File: src/rtl/axis_sink_monitor.sv
// AXI-Stream sink with selectable backpressure and saturating beat/packet/stall statistics.
// Optional tdata sequence checker enabled by defining AXIS_SINK_MONITOR_SEQ_CHECK_EN.
module axis_sink_monitor #(
  parameter int TDATA_BITS   = 32,
  parameter int CNT_BITS     = 32,
  parameter int LED_BIT      = 24,
  parameter int READY_PERIOD = 4,
  parameter int READY_ON     = 3
) (
  input  logic                  aclk,
  input  logic                  aresetn,
  input  logic [TDATA_BITS-1:0] s_axis_tdata,
  input  logic                  s_axis_tvalid,
  input  logic                  s_axis_tlast,
  output logic                  s_axis_tready,
  input  logic [1:0]            mode,
  input  logic                  clr,
  output logic [CNT_BITS-1:0]   beat_count,
  output logic [CNT_BITS-1:0]   pkt_count,
  output logic [CNT_BITS-1:0]   stall_count,
  output logic                  in_pkt,
  output logic                  led_out
`ifdef AXIS_SINK_MONITOR_SEQ_CHECK_EN
  ,
  output logic [CNT_BITS-1:0]   seq_err_count
`endif
);

  localparam int PHASE_W = (READY_PERIOD > 1) ? $clog2(READY_PERIOD) : 1;
  localparam logic [PHASE_W-1:0] PHASE_LAST = PHASE_W'(READY_PERIOD - 1);
  localparam logic [PHASE_W:0]   ON_LIMIT   = (PHASE_W + 1)'(READY_ON);
  localparam logic [15:0]        LFSR_SEED  = 16'hACE1;

`ifdef AXIS_SINK_MONITOR_SEQ_CHECK_EN
  localparam int NCNT = 4;
`else
  localparam int NCNT = 3;
`endif

  typedef enum logic {
    IDLE,
    IN_PKT
  } pkt_state_e;

  logic               tready_q, tready_d;
  logic [PHASE_W-1:0] phase_q, phase_d;
  logic [15:0]        lfsr_q, lfsr_d;
  logic               lfsr_fb;
  logic               duty_ready;
  logic               beat_acc;
  pkt_state_e         state_q;
  logic               in_pkt_q;
  logic               led_q;
  logic [NCNT-1:0]    cnt_inc;
  logic [CNT_BITS-1:0] cnt_val [NCNT];

  assign beat_acc = s_axis_tvalid & tready_q;

  // Backpressure sources: phase and LFSR free-run in every mode so that
  // switching modes never restarts the pattern.
  always_comb begin
    phase_d    = (phase_q == PHASE_LAST) ? '0 : phase_q + PHASE_W'(1);
    duty_ready = ({1'b0, phase_q} < ON_LIMIT);
    lfsr_fb    = lfsr_q[0] ^ lfsr_q[2] ^ lfsr_q[3] ^ lfsr_q[5];
    lfsr_d     = {lfsr_fb, lfsr_q[15:1]};
    if (lfsr_d == 16'h0000) begin
      lfsr_d = LFSR_SEED;
    end
    tready_d = 1'b0;
    case (mode)
      2'b00:   tready_d = 1'b1;
      2'b01:   tready_d = duty_ready;
      2'b10:   tready_d = lfsr_q[0];
      default: tready_d = 1'b0;
    endcase
  end

  always_ff @(posedge aclk) begin
    if (!aresetn) begin
      tready_q <= 1'b0;
      phase_q  <= '0;
      lfsr_q   <= LFSR_SEED;
    end else begin
      tready_q <= tready_d;
      phase_q  <= phase_d;
      lfsr_q   <= lfsr_d;
    end
  end

  // Packet tracker; a tlast beat from IDLE is a complete single-beat packet.
  always_ff @(posedge aclk) begin
    if (!aresetn) begin
      state_q  <= IDLE;
      in_pkt_q <= 1'b0;
    end else begin
      case (state_q)
        IDLE: begin
          if (beat_acc && !s_axis_tlast) begin
            state_q  <= IN_PKT;
            in_pkt_q <= 1'b1;
          end
        end
        IN_PKT: begin
          if (beat_acc && s_axis_tlast) begin
            state_q  <= IDLE;
            in_pkt_q <= 1'b0;
          end
        end
        default: begin
          state_q  <= IDLE;
          in_pkt_q <= 1'b0;
        end
      endcase
    end
  end

  assign cnt_inc[0] = beat_acc;
  assign cnt_inc[1] = beat_acc & s_axis_tlast;
  assign cnt_inc[2] = s_axis_tvalid & ~tready_q;

`ifdef AXIS_SINK_MONITOR_SEQ_CHECK_EN
  logic [TDATA_BITS-1:0] seq_exp_q;
  logic                  seq_armed_q;

  // The first beat after reset/clr only seeds the expectation.
  always_ff @(posedge aclk) begin
    if (!aresetn || clr) begin
      seq_armed_q <= 1'b0;
      seq_exp_q   <= '0;
    end else if (beat_acc) begin
      seq_armed_q <= 1'b1;
      seq_exp_q   <= s_axis_tdata + TDATA_BITS'(1);
    end
  end

  assign cnt_inc[3]    = beat_acc & seq_armed_q & (s_axis_tdata != seq_exp_q);
  assign seq_err_count = cnt_val[3];
`else
  logic unused_tdata;
  assign unused_tdata = ^s_axis_tdata;
`endif

  // Saturating counters; clr wins over a same-cycle increment.
  for (genvar gi = 0; gi < NCNT; gi++) begin : g_cnt
    logic [CNT_BITS-1:0] cnt_q, cnt_d;

    always_comb begin
      cnt_d = cnt_q;
      if (clr) begin
        cnt_d = '0;
      end else if (cnt_inc[gi] && (cnt_q != {CNT_BITS{1'b1}})) begin
        cnt_d = cnt_q + CNT_BITS'(1);
      end
    end

    always_ff @(posedge aclk) begin
      if (!aresetn) begin
        cnt_q <= '0;
      end else begin
        cnt_q <= cnt_d;
      end
    end

    assign cnt_val[gi] = cnt_q;
  end

  always_ff @(posedge aclk) begin
    if (!aresetn) begin
      led_q <= 1'b0;
    end else begin
      led_q <= cnt_val[0][LED_BIT];
    end
  end

  assign s_axis_tready = tready_q;
  assign beat_count    = cnt_val[0];
  assign pkt_count     = cnt_val[1];
  assign stall_count   = cnt_val[2];
  assign in_pkt        = in_pkt_q;
  assign led_out       = led_q;

endmodule

File: config.mk
export PLATFORM = sky130hd
export DESIGN_NAME = axis_sink_monitor
export DESIGN_NICKNAME = d
export VERILOG_FILES = /design/src/rtl/axis_sink_monitor.sv
export SDC_FILE = /design/constraint.sdc
export NUM_CORES = 1
export LEC_CHECK = 0
export CAP_MARGIN = 20
export CORE_MARGIN = 1
export CORE_UTILIZATION = 35
export DETAILED_ROUTE_END_ITERATION = 16
export GPL_TIMING_DRIVEN = 0
export HOLD_SLACK_MARGIN = 0.08
export SETUP_SLACK_MARGIN = 0.15
export SYNTH_ARGS = -nofsm -noshare
export SYNTH_HDL_FRONTEND = slang
export SYNTH_SLANG_ARGS = --single-unit
File: constraint.sdc
create_clock -name aclk -period 5.4 [get_ports aclk]
set_input_delay 1.08 -clock aclk [delete_from_list [all_inputs] [get_ports aclk]]
set_output_delay 1.08 -clock aclk [all_outputs]
set_load 0.005 [all_outputs]
==> results.json <==
{
  "gr-total-overflow": 0,
  "portBuffers": 105,
  "r2r-start": "beat_count[0]$_SDFFE_PP0P_",
  "final_cell_mix": "dfxtp_1 (118), clkdlybuf4s50_1 (105), nand2_1 (59)",
  "htreeDepth": 4,
  "fillCellCount": 1473,
  "dp.final_hpwl_um": 11800,
  "boundaryPins": 138,
  "whs_path_depth": 1,
  "chipWidth_um": 129,
  "path_clk_slew_ns": 0.05,
  "antenna_found_initial": 0,
  "cp.arrival_ns": 3.47,
  "reg2regPathDepth": 8,
  "status": "finished, final reports clean",
  "syn_area_um2": 5620,
  "p_sw_uw": 456,
  "synth_edf_count": 0,
  "rows": 45,
  "firstDrtPassIters": 6,
  "gp_congestion": 0.860,
  "cts_buffers": 17,
  "clk_latency_ns": 0.42,
  "critPathSlowestCell": "buf_1",
  "start_util_pct": 36.5,
  "hold_viol": 0,
  "die-area_um2": 16600,
  "synthCells": 660,
  "crit_fanout": 10,
  "drtIter0Drc": 407,
  "wl_um": 16700,
  "cts.sinks": 118,
  "dp.cells": 977,
  "drc": 0,
  "grt_pass1_wl_um": 27200,
  "cts_setup_buffers": 0,
  "die_height_um": 129,
  "synth_seq_area_share_pct": 42.0,
  "start_kind": "input pin",
  "crit_required_ns": 5.67,
  "async_flop_share_pct": 0,
  "ys_types": 60,
  "r2r-end": "beat_count[3]$_SDFFE_PP0P_",
  "yosys_register_bits": 118,
  "track_usage_pct": 21.0,
  "cts_tree": "built",
  "p_leak_nw": 2.41,
  "viasPerCell": 5.68,
  "switching_share_pct": 20.1,
  "layout_commonest_cell": "dfxtp_1",
  "max_slew_margin_pct": 37.9,
  "layout-drive-gt1-share_pct": 7.28,
  "syn_to_final_growth_pct": 35.6,
  "fin_crit_sh_pct": 59.2,
  "tns_ns": 0,
  "irDropWorstVdd_v": 0.000203,
  "wl_per_cell_um": 16.6,
  "min_path_type": "reg -> reg",
  "postLayoutCoreUtil_pct": 49.4,
  "grt_pass1_vias": 5325,
  "n_antenna_cell": 0,
  "cts_hold_buf": 0,
  "setup_viol": 0,
  "syn-num-nets": 703,
  "power_frac_comb_pct": 3.1,
  "p_int_mw": 1.82,
  "fin_nets": 828,
  "yosys_most_used_dff": "dfxtp_1",
  "crit_top_cell": "clkbuf_1",
  "cts_root_buf": "clkbuf_16",
  "critical_path.cell_chain": "clkdlybuf4s50_1 -> nand2b_1 -> clkbuf_1 -> clkbuf_1 -> buf_1 -> nor2_1",
  "ys_warn_count": 0,
  "min_from": "phase_q[0]$_SDFF_PP0_",
  "ant_nets": 0,
  "synth.avg_cell_area_um2": 8.52,
  "cap_viol_max_count": 0,
  "num_vias": 5725,
  "final_cells": 1008,
  "rrSetupSlack_ns": 2.51,
  "worstSetupEndpointType": "register",
  "coreArea_um2": 15400,
  "final-max-slew-violation-count": 0,
  "min_to": "phase_q[0]$_SDFF_PP0_",
  "crit_type": "in -> reg",
  "max_stage_delay_ns": 0.63,
  "rsz0062_at_grt": "no",
  "max_freq_mhz": 313,
  "post-route-min-period_ns": 3.20,
  "worst_pin_slew_ns": 0.924,
  "powerDensity_nw_per_um2": 298,
  "clock_power_share_pct": 57.6,
  "clockBufferDepth": 2,
  "cts_resized": 0,
  "p_seq_share_pct": 39.3,
  "grt_max_degree": 17,
  "fin_skew_ns": 0.00802
}
-- routing by layer --
metal	track usage, %	wire, um
met5	0	0
met4	8.65	277
met3	5.28	1000
met2	33.3	7830
met1	27.3	7600
-- logic make-up (layout without fill, tap and decap cells) --
family                     after synthesis  after routing  share of synthesized area [%]
and+or+nand+nor                        310            310                           31.7
AOI/OAI and AO/OA                      161            161                           18.7
DFF                                    118            118                           42.0
buffers and inverters                   46            183                           3.29
xor gates and xnor gates                16             16                           2.49
muxes                                    5              5                          0.890
adders and majority gates                4              4                          0.890
-- synth_stat cells, types with 2 or more instances --
library cell,count,share of area (%)
xor2_1,3,0.47
o41ai_1,3,0.47
o21a_1,8,1.1
and3_1,9,1.0
buf_2,3,0.27
nand4_1,32,3.6
or2_2,8,0.89
and4_1,14,2.2
nor3b_1,2,0.27
nand2_1,59,3.9
xnor2_1,13,2.0
mux2i_1,5,0.89
nor3_1,8,0.71
clkbuf_1,23,1.5
o31ai_1,21,2.8
a211oi_1,2,0.27
a2111oi_0,2,0.31
nor2_1,29,1.9
nor2b_1,3,0.33
buf_1,3,0.20
a21o_1,3,0.40
o211ai_1,14,1.9
or3_1,24,2.7
and2_1,15,1.7
o21ai_0,28,2.5
inv_1,15,1.0
a31oi_1,4,0.44
a31o_2,4,0.62
nand2b_1,12,1.3
ha_1,4,0.89
nand3_1,33,2.9
a21oi_1,52,4.6
or4_1,33,4.4
a41o_1,2,0.36
dfxtp_1,118,42
o31a_1,7,1.1
nor4_1,19,2.1
-- critical path, delay by kind of cell --
| family | cells | cell delay (ns) |
|---|---|---|
| buffers and inverters | 4 | 2.09 |
| AND/OR/NAND/NOR | 2 | 0.28 |
-- registers in the layout (all words and copies together), names as in the netlist, named ones only --
register and flops:
pkt_count 32, led_out 1, lfsr_q 16, beat_count 32
stall_count 32, in_pkt 1, phase_q 2, s_axis_tready 1
-- cell type report --
class / count / area, um^2 / area share [%]
Clock buffer: 22 / 484 / 6.35
Buffer: 31 / 129 / 1.69
Tap cell: 211 / 264 / 3.46
Inverter: 15 / 56.3 / 0.738
Clock inverter: 9 / 195 / 2.56
Sequential cell: 118 / 2360 / 31.0
Multi-Input combinational cell: 496 / 3080 / 40.3
Timing Repair Buffer: 106 / 1060 / 13.9
-- how the worst max path moves through the flow --
stage / startpoint / end / slack (ns) / depth (start not counted)
2_1_floorplan: s_axis_tvalid / stall_count[31]$_SDFFE_PP0P_ / 2.74 / 5
3_3_place_gp: aresetn / stall_count[16]$_SDFFE_PP0P_ / 1.74 / 6
3_5_place_dp: aresetn / stall_count[10]$_SDFFE_PP0P_ / 1.73 / 6
4_1_cts: aresetn / stall_count[10]$_SDFFE_PP0P_ / 2.16 / 6
5_1_grt: aresetn / stall_count[30]$_SDFFE_PP0P_ / 2.01 / 6
6_report: aresetn / beat_count[24]$_SDFFE_PP0P_ / 2.20 / 6
-- power groups by stage --
stage / Clock (mW) / Sequential [mW] / Combinational (mW)
final: 1.31 / 0.893 / 0.0713
after global routing: 1.37 / 0.895 / 0.0791
after CTS: 1.33 / 0.893 / 0.0723
after detailed placement: 0 / 0.912 / 0.0718
after global placement: 0 / 0.911 / 0.0708
after floorplan: 0 / 0.909 / 0.0410
-- metrics by stage --
step | worst slack [ns] | hold WS [ns] | power (mW) | area [um^2]
floorplan | 2.74 | 0.408 | 0.950 | 5620
global placement | 1.74 | 0.416 | 0.982 | 6940
detailed placement | 1.73 | 0.430 | 0.984 | 6950
CTS | 2.16 | 0.439 | 2.30 | 7630
global route | 2.01 | 0.465 | 2.34 | 7630
finish | 2.20 | 0.442 | 2.28 | 7630
(Power assumes the default switching activity.)
